==> src/rtl/tnet_pkg.sv <==
// Shared types and constants for the tnet command arbiter.
package tnet_pkg;

  // Arbiter FSM states
  typedef enum logic [1:0] {
    IDLE  = 2'd0,
    ISSUE = 2'd1,
    WAIT  = 2'd2,
    ERROR = 2'd3
  } TYPE_ARB_ST;

  localparam logic SRC_LOC = 1'b0;
  localparam logic SRC_NET = 1'b1;

  localparam logic [3:0] ERR_ID_TMO = 4'hF;

  // 8-bit increment that sticks at all-ones
  function automatic logic [7:0] sat_inc8(input logic [7:0] v);
    return (v == 8'hFF) ? v : v + 8'd1;
  endfunction

endpackage

==> src/rtl/tnet_arb_timer.sv <==
// Command watchdog timer: saturating up-counter with a limit compare.
// expired_o flags the cycle in which the count reaches limit-1, so a
// timeout fires after exactly `limit` counted cycles from the clear.
module tnet_arb_timer #(
  parameter int W = 16
) (
  input  logic         clk_i,
  input  logic         rst_ni,
  input  logic         clr_i,
  input  logic         en_i,
  input  logic         cmp_en_i,
  input  logic [W-1:0] limit_i,
  output logic         expired_o
);

  localparam logic [W-1:0] ONE = {{(W-1){1'b0}}, 1'b1};

  logic [W-1:0] cnt_q;

  // Count enabled cycles; hold at all-ones so a long command never wraps into a false match
  always_ff @(posedge clk_i or negedge rst_ni) begin
    if (!rst_ni) begin
      cnt_q <= '0;
    end else if (clr_i) begin
      cnt_q <= '0;
    end else if (en_i && (cnt_q != '1)) begin
      cnt_q <= cnt_q + ONE;
    end
  end

  // A zero limit disables the watchdog; the compare uses the live limit value
  always_comb begin
    expired_o = cmp_en_i && (limit_i != '0) && (cnt_q == (limit_i - ONE));
  end

endmodule

==> src/rtl/tnet_cmd_arbiter.sv <==
// Arbitrates the tnet command engine between the local (PS) and network
// requesters, tracks the granted command to completion, and records
// error / timeout status for software.
//
// state | meaning
// IDLE  | no command in flight; grant a requester if any is valid
// ISSUE | granted command offered to engine, waiting for eng_rdy_i
// WAIT  | engine owns the command, waiting for done / error / timeout
// ERROR | engine error or timeout recorded; hold until clr_i
module tnet_cmd_arbiter
  import tnet_pkg::*;
#(
  parameter int OP_W  = 5,
  parameter int DT_W  = 32,
  parameter int TMO_W = 16
) (
  input  logic             clk_i,
  input  logic             rst_ni,
  input  logic             loc_vld_i,
  input  logic [OP_W-1:0]  loc_op_i,
  input  logic [DT_W-1:0]  loc_dt_i,
  output logic             loc_rdy_o,
  input  logic             net_vld_i,
  input  logic [OP_W-1:0]  net_op_i,
  input  logic [DT_W-1:0]  net_dt_i,
  output logic             net_rdy_o,
  output logic             eng_vld_o,
  output logic [OP_W-1:0]  eng_op_o,
  output logic [DT_W-1:0]  eng_dt_o,
  output logic             eng_src_o,
  input  logic             eng_rdy_i,
  input  logic             eng_done_i,
  input  logic             eng_err_i,
  input  logic [3:0]       eng_err_id_i,
  input  logic             prio_net_i,
  input  logic [TMO_W-1:0] tmo_cyc_i,
  input  logic             clr_i,
  output logic             busy_o,
  output logic             err_o,
  output logic [3:0]       err_id_o,
  output logic [15:0]      cmd_cnt_o,
  output logic [7:0]       tmo_cnt_o
);

  TYPE_ARB_ST      state_q, state_d;
  logic [OP_W-1:0] op_q;
  logic [DT_W-1:0] dt_q;
  logic            src_q;
  logic            last_src_q;
  logic            err_q;
  logic [3:0]      err_id_q;
  logic [15:0]     cmd_cnt_q;
  logic [7:0]      tmo_cnt_q;

  logic net_win, loc_win, grant;
  logic active, tmo_exp;
  logic err_evt, tmo_evt, done_evt;

  // Winner selection; grants are suppressed while reset is asserted so rdy reads 0 in reset
  always_comb begin
    net_win   = net_vld_i && (!loc_vld_i || prio_net_i || (last_src_q == SRC_LOC));
    loc_win   = loc_vld_i && !net_win;
    loc_rdy_o = rst_ni && (state_q == IDLE) && loc_win;
    net_rdy_o = rst_ni && (state_q == IDLE) && net_win;
    grant     = loc_rdy_o || net_rdy_o;
  end

  // Timer runs only while a command is in flight
  always_comb begin
    active = (state_q == ISSUE) || (state_q == WAIT);
  end

  tnet_arb_timer #(.W(TMO_W)) u_timer (
    .clk_i     (clk_i),
    .rst_ni    (rst_ni),
    .clr_i     (grant),
    .en_i      (active),
    .cmp_en_i  (active),
    .limit_i   (tmo_cyc_i),
    .expired_o (tmo_exp)
  );

  // Completion events; engine error outranks done, which outranks the watchdog
  always_comb begin
    err_evt  = (state_q == WAIT) && eng_err_i;
    done_evt = (state_q == WAIT) && !eng_err_i && eng_done_i;
    tmo_evt  = tmo_exp && ((state_q == ISSUE) ||
                           ((state_q == WAIT) && !eng_err_i && !eng_done_i));
  end

  // Next-state logic
  always_comb begin
    state_d = state_q;
    case (state_q)
      IDLE:    if (grant) state_d = ISSUE;
      ISSUE: begin
        if (tmo_evt)        state_d = ERROR;
        else if (eng_rdy_i) state_d = WAIT;
      end
      WAIT: begin
        if (err_evt || tmo_evt) state_d = ERROR;
        else if (done_evt)      state_d = IDLE;
      end
      ERROR:   if (clr_i) state_d = IDLE;
      default: state_d = IDLE;
    endcase
  end

  // State register
  always_ff @(posedge clk_i or negedge rst_ni) begin
    if (!rst_ni) state_q <= IDLE;
    else         state_q <= state_d;
  end

  // Capture the granted command and remember its source for round-robin
  always_ff @(posedge clk_i or negedge rst_ni) begin
    if (!rst_ni) begin
      op_q       <= '0;
      dt_q       <= '0;
      src_q      <= SRC_LOC;
      last_src_q <= SRC_LOC;
    end else if (grant) begin
      op_q       <= net_win ? net_op_i : loc_op_i;
      dt_q       <= net_win ? net_dt_i : loc_dt_i;
      src_q      <= net_win ? SRC_NET : SRC_LOC;
      last_src_q <= net_win ? SRC_NET : SRC_LOC;
    end
  end

  // Sticky error status; a same-cycle error event beats clr_i
  always_ff @(posedge clk_i or negedge rst_ni) begin
    if (!rst_ni) begin
      err_q    <= 1'b0;
      err_id_q <= 4'h0;
    end else if (err_evt) begin
      err_q    <= 1'b1;
      err_id_q <= eng_err_id_i;
    end else if (tmo_evt) begin
      err_q    <= 1'b1;
      err_id_q <= ERR_ID_TMO;
    end else if (clr_i) begin
      err_q    <= 1'b0;
      err_id_q <= 4'h0;
    end
  end

  // Statistics: completed commands wrap, timeouts saturate; clr_i leaves both alone
  always_ff @(posedge clk_i or negedge rst_ni) begin
    if (!rst_ni) begin
      cmd_cnt_q <= 16'd0;
      tmo_cnt_q <= 8'd0;
    end else begin
      if (done_evt) cmd_cnt_q <= cmd_cnt_q + 16'd1;
      if (tmo_evt)  tmo_cnt_q <= sat_inc8(tmo_cnt_q);
    end
  end

  // Output mapping
  always_comb begin
    eng_vld_o = (state_q == ISSUE);
    eng_op_o  = op_q;
    eng_dt_o  = dt_q;
    eng_src_o = src_q;
    busy_o    = (state_q != IDLE);
    err_o     = err_q;
    err_id_o  = err_id_q;
    cmd_cnt_o = cmd_cnt_q;
    tmo_cnt_o = tmo_cnt_q;
  end

endmodule

==> config.mk <==
export PLATFORM = sky130hd
export DESIGN_NAME = tnet_cmd_arbiter
export DESIGN_NICKNAME = d
export VERILOG_FILES = /design/src/rtl/tnet_pkg.sv /design/src/rtl/tnet_arb_timer.sv /design/src/rtl/tnet_cmd_arbiter.sv
export SDC_FILE = /design/constraint.sdc
export NUM_CORES = 1
export LEC_CHECK = 0
export ABC_CLOCK_PERIOD_IN_PS = 7100
export BUFFER_PORTS_ARGS = -buffer_cell sky130_fd_sc_hd__buf_2
export CORE_MARGIN = 2
export CORE_UTILIZATION = 54
export CTS_CLUSTER_DIAMETER = 50
export CTS_CLUSTER_SIZE = 28
export DETAILED_ROUTE_END_ITERATION = 7
export HOLD_SLACK_MARGIN = 0.03
export PLACE_DENSITY_LB_ADDON = 0.25
export SYNTH_ARGS = -nofsm -noshare
export SYNTH_HDL_FRONTEND = slang
export SYNTH_HIERARCHICAL = 1
export SYNTH_SLANG_ARGS = --single-unit
==> constraint.sdc <==
create_clock -name clk_i -period 7.1 [get_ports clk_i]
set_input_delay 0.355 -clock clk_i [delete_from_list [all_inputs] [get_ports clk_i]]
set_output_delay 0.355 -clock clk_i [all_outputs]
set_load 0.02 [all_outputs]
# After elaboration in Yosys (flattened, before gate mapping)
# Cells that the tools add are included.
dict set report op_classes {
  add_sub_neg 4
  reduce_logical 30
  mux 18
  bitwise_logic 2
  eq_ne 10
}
# cell count
set ops {}
lappend ops {{$add A16 B1 Y16 const B} 2}
lappend ops {{$mux W16} 2}
lappend ops {{$mux W32} 1}
lappend ops {{$eq A16 B16 Y1} 1}
lappend ops {{$ne A16 B16 Y1 const B} 1}
lappend ops {{$reduce_bool A16 Y1} 1}
lappend ops {{$sub A16 B1 Y16 const B} 1}
lappend ops {{$logic_and A1 B1 Y1} 13}
lappend ops {{$mux W2} 6}
lappend ops {{$mux W4} 3}
lappend ops {{$add A8 B1 Y8 const B} 1}
lappend ops {{$eq A8 B8 Y1 const B} 1}
lappend ops {{$pmux W2 S4} 1}
lappend ops {{$logic_or A1 B1 Y1} 6}
lappend ops {{$mux W5} 1}
lappend ops {{$eq A2 B2 Y1 const B} 2}
lappend ops {{$logic_not A1 Y1} 4}
lappend ops {{$mux W1} 4}
lappend ops {{$ne A2 B2 Y1 const B} 2}
lappend ops {{$reduce_and A4 Y1} 1}
lappend ops {{$reduce_bool A2 Y1} 2}
lappend ops {{$ne A3 B1 Y1 const B} 1}
lappend ops {{$ne A3 B2 Y1 const B} 1}
lappend ops {{$reduce_bool A3 Y1} 1}
lappend ops {{other kinds (4)} 5}
dict set report totals {
  wordCells 73
  output_inout_bits 71
  ff_bits 85
  inputBits 103
}

# Longest topological paths before layout
dict set report depth {
  depth_word 10
  ltp_mapped 13
}

# Hierarchy
# Netlist, hierarchy kept.
# mod area_each_um2 cells_per_inst instances
set modules_own_cells {}
lappend modules_own_cells {tnet_cmd_arbiter 3305.7 310 1}
lappend modules_own_cells {tnet_arb_timer 1471.4 173 1}

# Worst setup path after synthesis
# Ideal clock, no wire load.
dict set report synth_timing {
  path_kind {input to register}
  from {input port tmo_cyc_i[0]}
  to {register tmo_cnt_q[1], in the netlist tmo_cnt_o[1]}
  arrival_time_ps 2934
  path_slack_ps 4039
  stages 13
  required_ps 6972
  cell_sequence {inv_1 > ha_1 > nor2b_1 > clkbuf_1 > o21ba_2 > a211oi_1 > o2111ai_1 > a2111o_1 > a2111oi_2 > o21a_1 > buf_6 > a21boi_4 > mux2_1}
}
dict set report synth_via {
  elab_chain_len 5
  word_cells_on_any_way 7
  classes_between {1 x add/sub; 1 x eq/ne; 5 x reduce/logical}
}
# element line_no
set synth_rtl {}
lappend synth_rtl {{start: declaration} tnet_cmd_arbiter.sv:36} ;# input logic [TMO_W-1:0] tmo_cyc_i,
lappend synth_rtl {{$sub A16 B1 Y16 / $reduce_bool A16 Y1 (equally long branches)} tnet_arb_timer.sv:33} ;# expired_o = cmp_en_i && (limit_i != '0) && (cnt_q == (limit_i - ONE));
lappend synth_rtl {{$eq A16 B16 Y1 / $logic_and A1 B1 Y1 (equally long branches)} tnet_arb_timer.sv:33}
lappend synth_rtl {{$logic_and A1 B1 Y1 *} tnet_arb_timer.sv:33}
lappend synth_rtl {{via tmo_exp} tnet_cmd_arbiter.sv:56} ;# logic active, tmo_exp;
lappend synth_rtl {{$logic_and A1 B1 Y1 *} tnet_cmd_arbiter.sv:87} ;# tmo_evt = tmo_exp && ((state_q == ISSUE) ||
lappend synth_rtl {{$reduce_and A2 Y1 (no line) *} --}
lappend synth_rtl {{end signal: assignment} tnet_cmd_arbiter.sv:154} ;# if (tmo_evt) tmo_cnt_q <= sat_inc8(tmo_cnt_q);
lappend synth_rtl {{end: declaration} tnet_cmd_arbiter.sv:53} ;# logic [7:0] tmo_cnt_q;
# Mark *: on every way through the listed nets, which the timed path passes. The rest lies on a longest branch.
# A chain may end at the register's enable or synchronous reset.

# Final worst setup path
# Ends and elaborated chain as after synthesis.

==> reports/metrics.yaml <==
clkTransAtPathRegs_ns: 0.10
p_sw_frac: 0.411
p_sw_mw: 0.747
path_class: "in -> reg"
critPathMaxFanout: 10
hold_violations: 0
fin_crit_ns: 3.51
timing.final.ws_setup_ns: 3.59
wl_microns: 11500
place_hpwl_microns: 8800
crit_path_end_kind: "flop"
cp_slowest_stage_delay_ns: 0.53
drt-wirelength-per-cell_microns: 15.0
clk_path_buf_depth: 2
total_power_mw: 1.82
die_w_microns: 98.1
ir_drop_uv: 196
holdCritPathClass: "in -> reg"
leakagePower_nw: 3.03
antenna_cells: 0
via_per_inst: 5.43
firstDrtPassIters: 4
ys_types: 60
relSlewSlack: 0.245
yosysSeqAreaShare: 0.445
die_area_sq_mm: 0.00961
synth_edf_count: 0
cts_tree: "done"
drtAntennaViolNets: 0
setup_violations: 0
worst_slew_pin_slew_ns: 1.13
layout_common_cells: "172 x buf_2, 85 x dfrtp_1, 56 x nand2_1"
core-area_sq_mm: 0.00864
status: "completed"
pwr-share-seq: 0.407
crit_start: "tmo_cyc_i[0]"
synth_flop_cell: "dfrtp_1"
num_rows: 34
fin_cells: 763
antenna_found_initial: 0
slew_viol_final: 0
cts_sinks: 85
worstPathRequired_ns: 7.34
avgSynthCellArea_sq_um: 9.89
area_growth_pct: 23.9
multi_input_area_sq_mm: 0.00251
vias: 4145
cts_buffers: 9
gr-usage-all-layers: 0.249
synth-seq-cells: 85
routabilityCongestion: 0.871
comb_power_share: 0.399
yosys_warnings: 6
path_cells: "buf_2 -> inv_1 -> ha_1 -> nor2b_1 -> a21oi_1 -> a211oi_1 -> o2111ai_1 -> a2111o_1 -> a2111oi_2 -> o21a_1 -> a21boi_4 -> mux2_1"
fillers: 716
p_clk_frac: 0.195
grt_pass1_vias: 4305
cts-root-buf: "clkbuf_8"
io_buffers: 173
start_util: 0.553
dp_cells: 746
timing.final.crit_share: 0.495
worst_path_max_delay_cell: "nor2b_1"
seq_area_sq_mm: 0.00213
layout_commonest_cell: "buf_2"
start_kind: "input port"
setup_tns_ns: 0
powerDensity_mw_per_mm2: 307
drt_iter0_markers: 144
path_delay_family: "compound AO/OA/AOI/OAI gates"
syn-instance-count: 483
max-cap-violations: 0
drive_gt1_frac: 0.325
synthArstFlopShare: 1.00
crit_arrival_ns: 3.76
h-tree-depth: 3
min-delay-start: "eng_err_id_i[0]"
netlist_area_sq_mm: 0.00478
io_pins: 174
clock_latency_ns: 0.35
fmax_ghz: 0.285
critPathBufInv: 2
rsz0062_at_grt: "no"
skew_ns: 0.0169
grt_overflow_total: 0
fin_nets: 763
pre_cts_ws_ns: 3.26
drc: 0
dieHeight_microns: 98.1
grt_pass1_wl_microns: 19700
post_cts_buffers: 0
grt_max_degree: 76
p_int_mw: 1.07
r2r-start: "u_timer/cnt_q[11]"
syn_nets: 596
cells by family (layout without fill, tap and decap cells):
group,after synthesis,in the layout,share of synthesized area
simple gates,174,174,0.199
mux,43,43,0.0919
xor+xnor,53,53,0.0972
flops,85,85,0.445
compound gates,85,85,0.108
buf+inv,33,205,0.0322
fa+ha+maj,10,10,0.0262
cells in the mapped netlist (6+ instances only):
library cell	count	area (sq um)
a21oi_1	14	70.1
a31oi_1	10	62.6
buf_2	6	30.0
clkbuf_1	9	33.8
dfrtp_1	85	2130
ha_1	10	125
inv_1	13	48.8
mux2i_1	39	390
nand2_1	56	210
nand3_1	15	75.1
nand4_1	12	75.1
nor2_1	36	135
nor2b_1	6	37.5
nor3_1	15	75.1
o21ai_0	41	205
xnor2_1	32	280
xor2_1	21	184
power by group through the flow:
stage / logic [mW] / registers, mW / clock network [mW]
floorplan: 0.324 / 0.882 / 0
global placement: 0.711 / 0.737 / 0
detailed placement: 0.734 / 0.743 / 0
CTS: 0.733 / 0.739 / 0.364
global route: 0.795 / 0.760 / 0.381
finish: 0.725 / 0.740 / 0.355
worst paths after layout:
| check | to | slack [ns] | depth (start not counted) |
|---|---|---|---|
| worst max-delay path | tmo_cnt_o[1] | 3.59 | 12 |
| worst min-delay path | err_id_o[0] | 0.26 | 3 |
| worst max register to register | tmo_cnt_o[1] | 3.99 | 9 |
| worst min register to register | eng_dt_o[26] | 0.48 | 2 |
| max in group asynchronous | cmd_cnt_o[0] | 5.52 | 3 |
| min in group asynchronous | tmo_cnt_o[1] | 0.38 | 2 |
state kept, by name (all words and copies together), names as in the netlist:
name	cells
eng_dt_o	32
cmd_cnt_o	16
u_timer/cnt_q	16
tmo_cnt_o	8
eng_op_o	5
err_id_o	4
state_q	2
err_o	1
last_src_q	1
final cells by class:
cell class | instances | share of cell area
Timing Repair Buffer | 176 | 0.151
Tap cell | 108 | 0.0228
Clock buffer | 10 | 0.0233
Inverter | 13 | 0.00825
Clock inverter | 6 | 0.0116
Multi-Input combinational cell | 365 | 0.424
Sequential cell | 85 | 0.359
metrics by stage:
stage	hold WS [ns]	cell area, sq um	utilization
floorplan	0.0594	4780	-
global placement	0.217	5700	0.660
detailed placement	0.223	5700	0.660
CTS	0.236	5920	0.685
global route	0.244	5920	0.685
finish	0.258	5920	0.685
worst reg2reg max path: cells and delay by family (launching register included):
| family | cells | cell delay (ns) |
|---|---|---|
| DFF | 1 | 0.46 |
| and+or+nand+nor | 1 | 0.11 |
| xor gates and xnor gates | 2 | 0.56 |
| AOI/OAI and AO/OA | 5 | 1.56 |
| muxes | 1 | 0.33 |
repair_timing:
item / 4_1_cts / 5_1_grt
hold buffers: 1 / 0
gates resized for setup: 0 / 0
endpoints found under the hold margin: 13 / 0
metal layers:
metal | global-route usage | wire [microns] | part of all wire | vias up
li1 | - | - | - | 2022
met1 | 0.309 | 4840 | 0.42 | 1953
met2 | 0.423 | 5670 | 0.49 | 146
met3 | 0.0515 | 690 | 0.060 | 24
met4 | 0.105 | 265 | 0.023 | 0
met5 | 0 | 0 | 0 | -
Power figures use the tool's default switching activity.
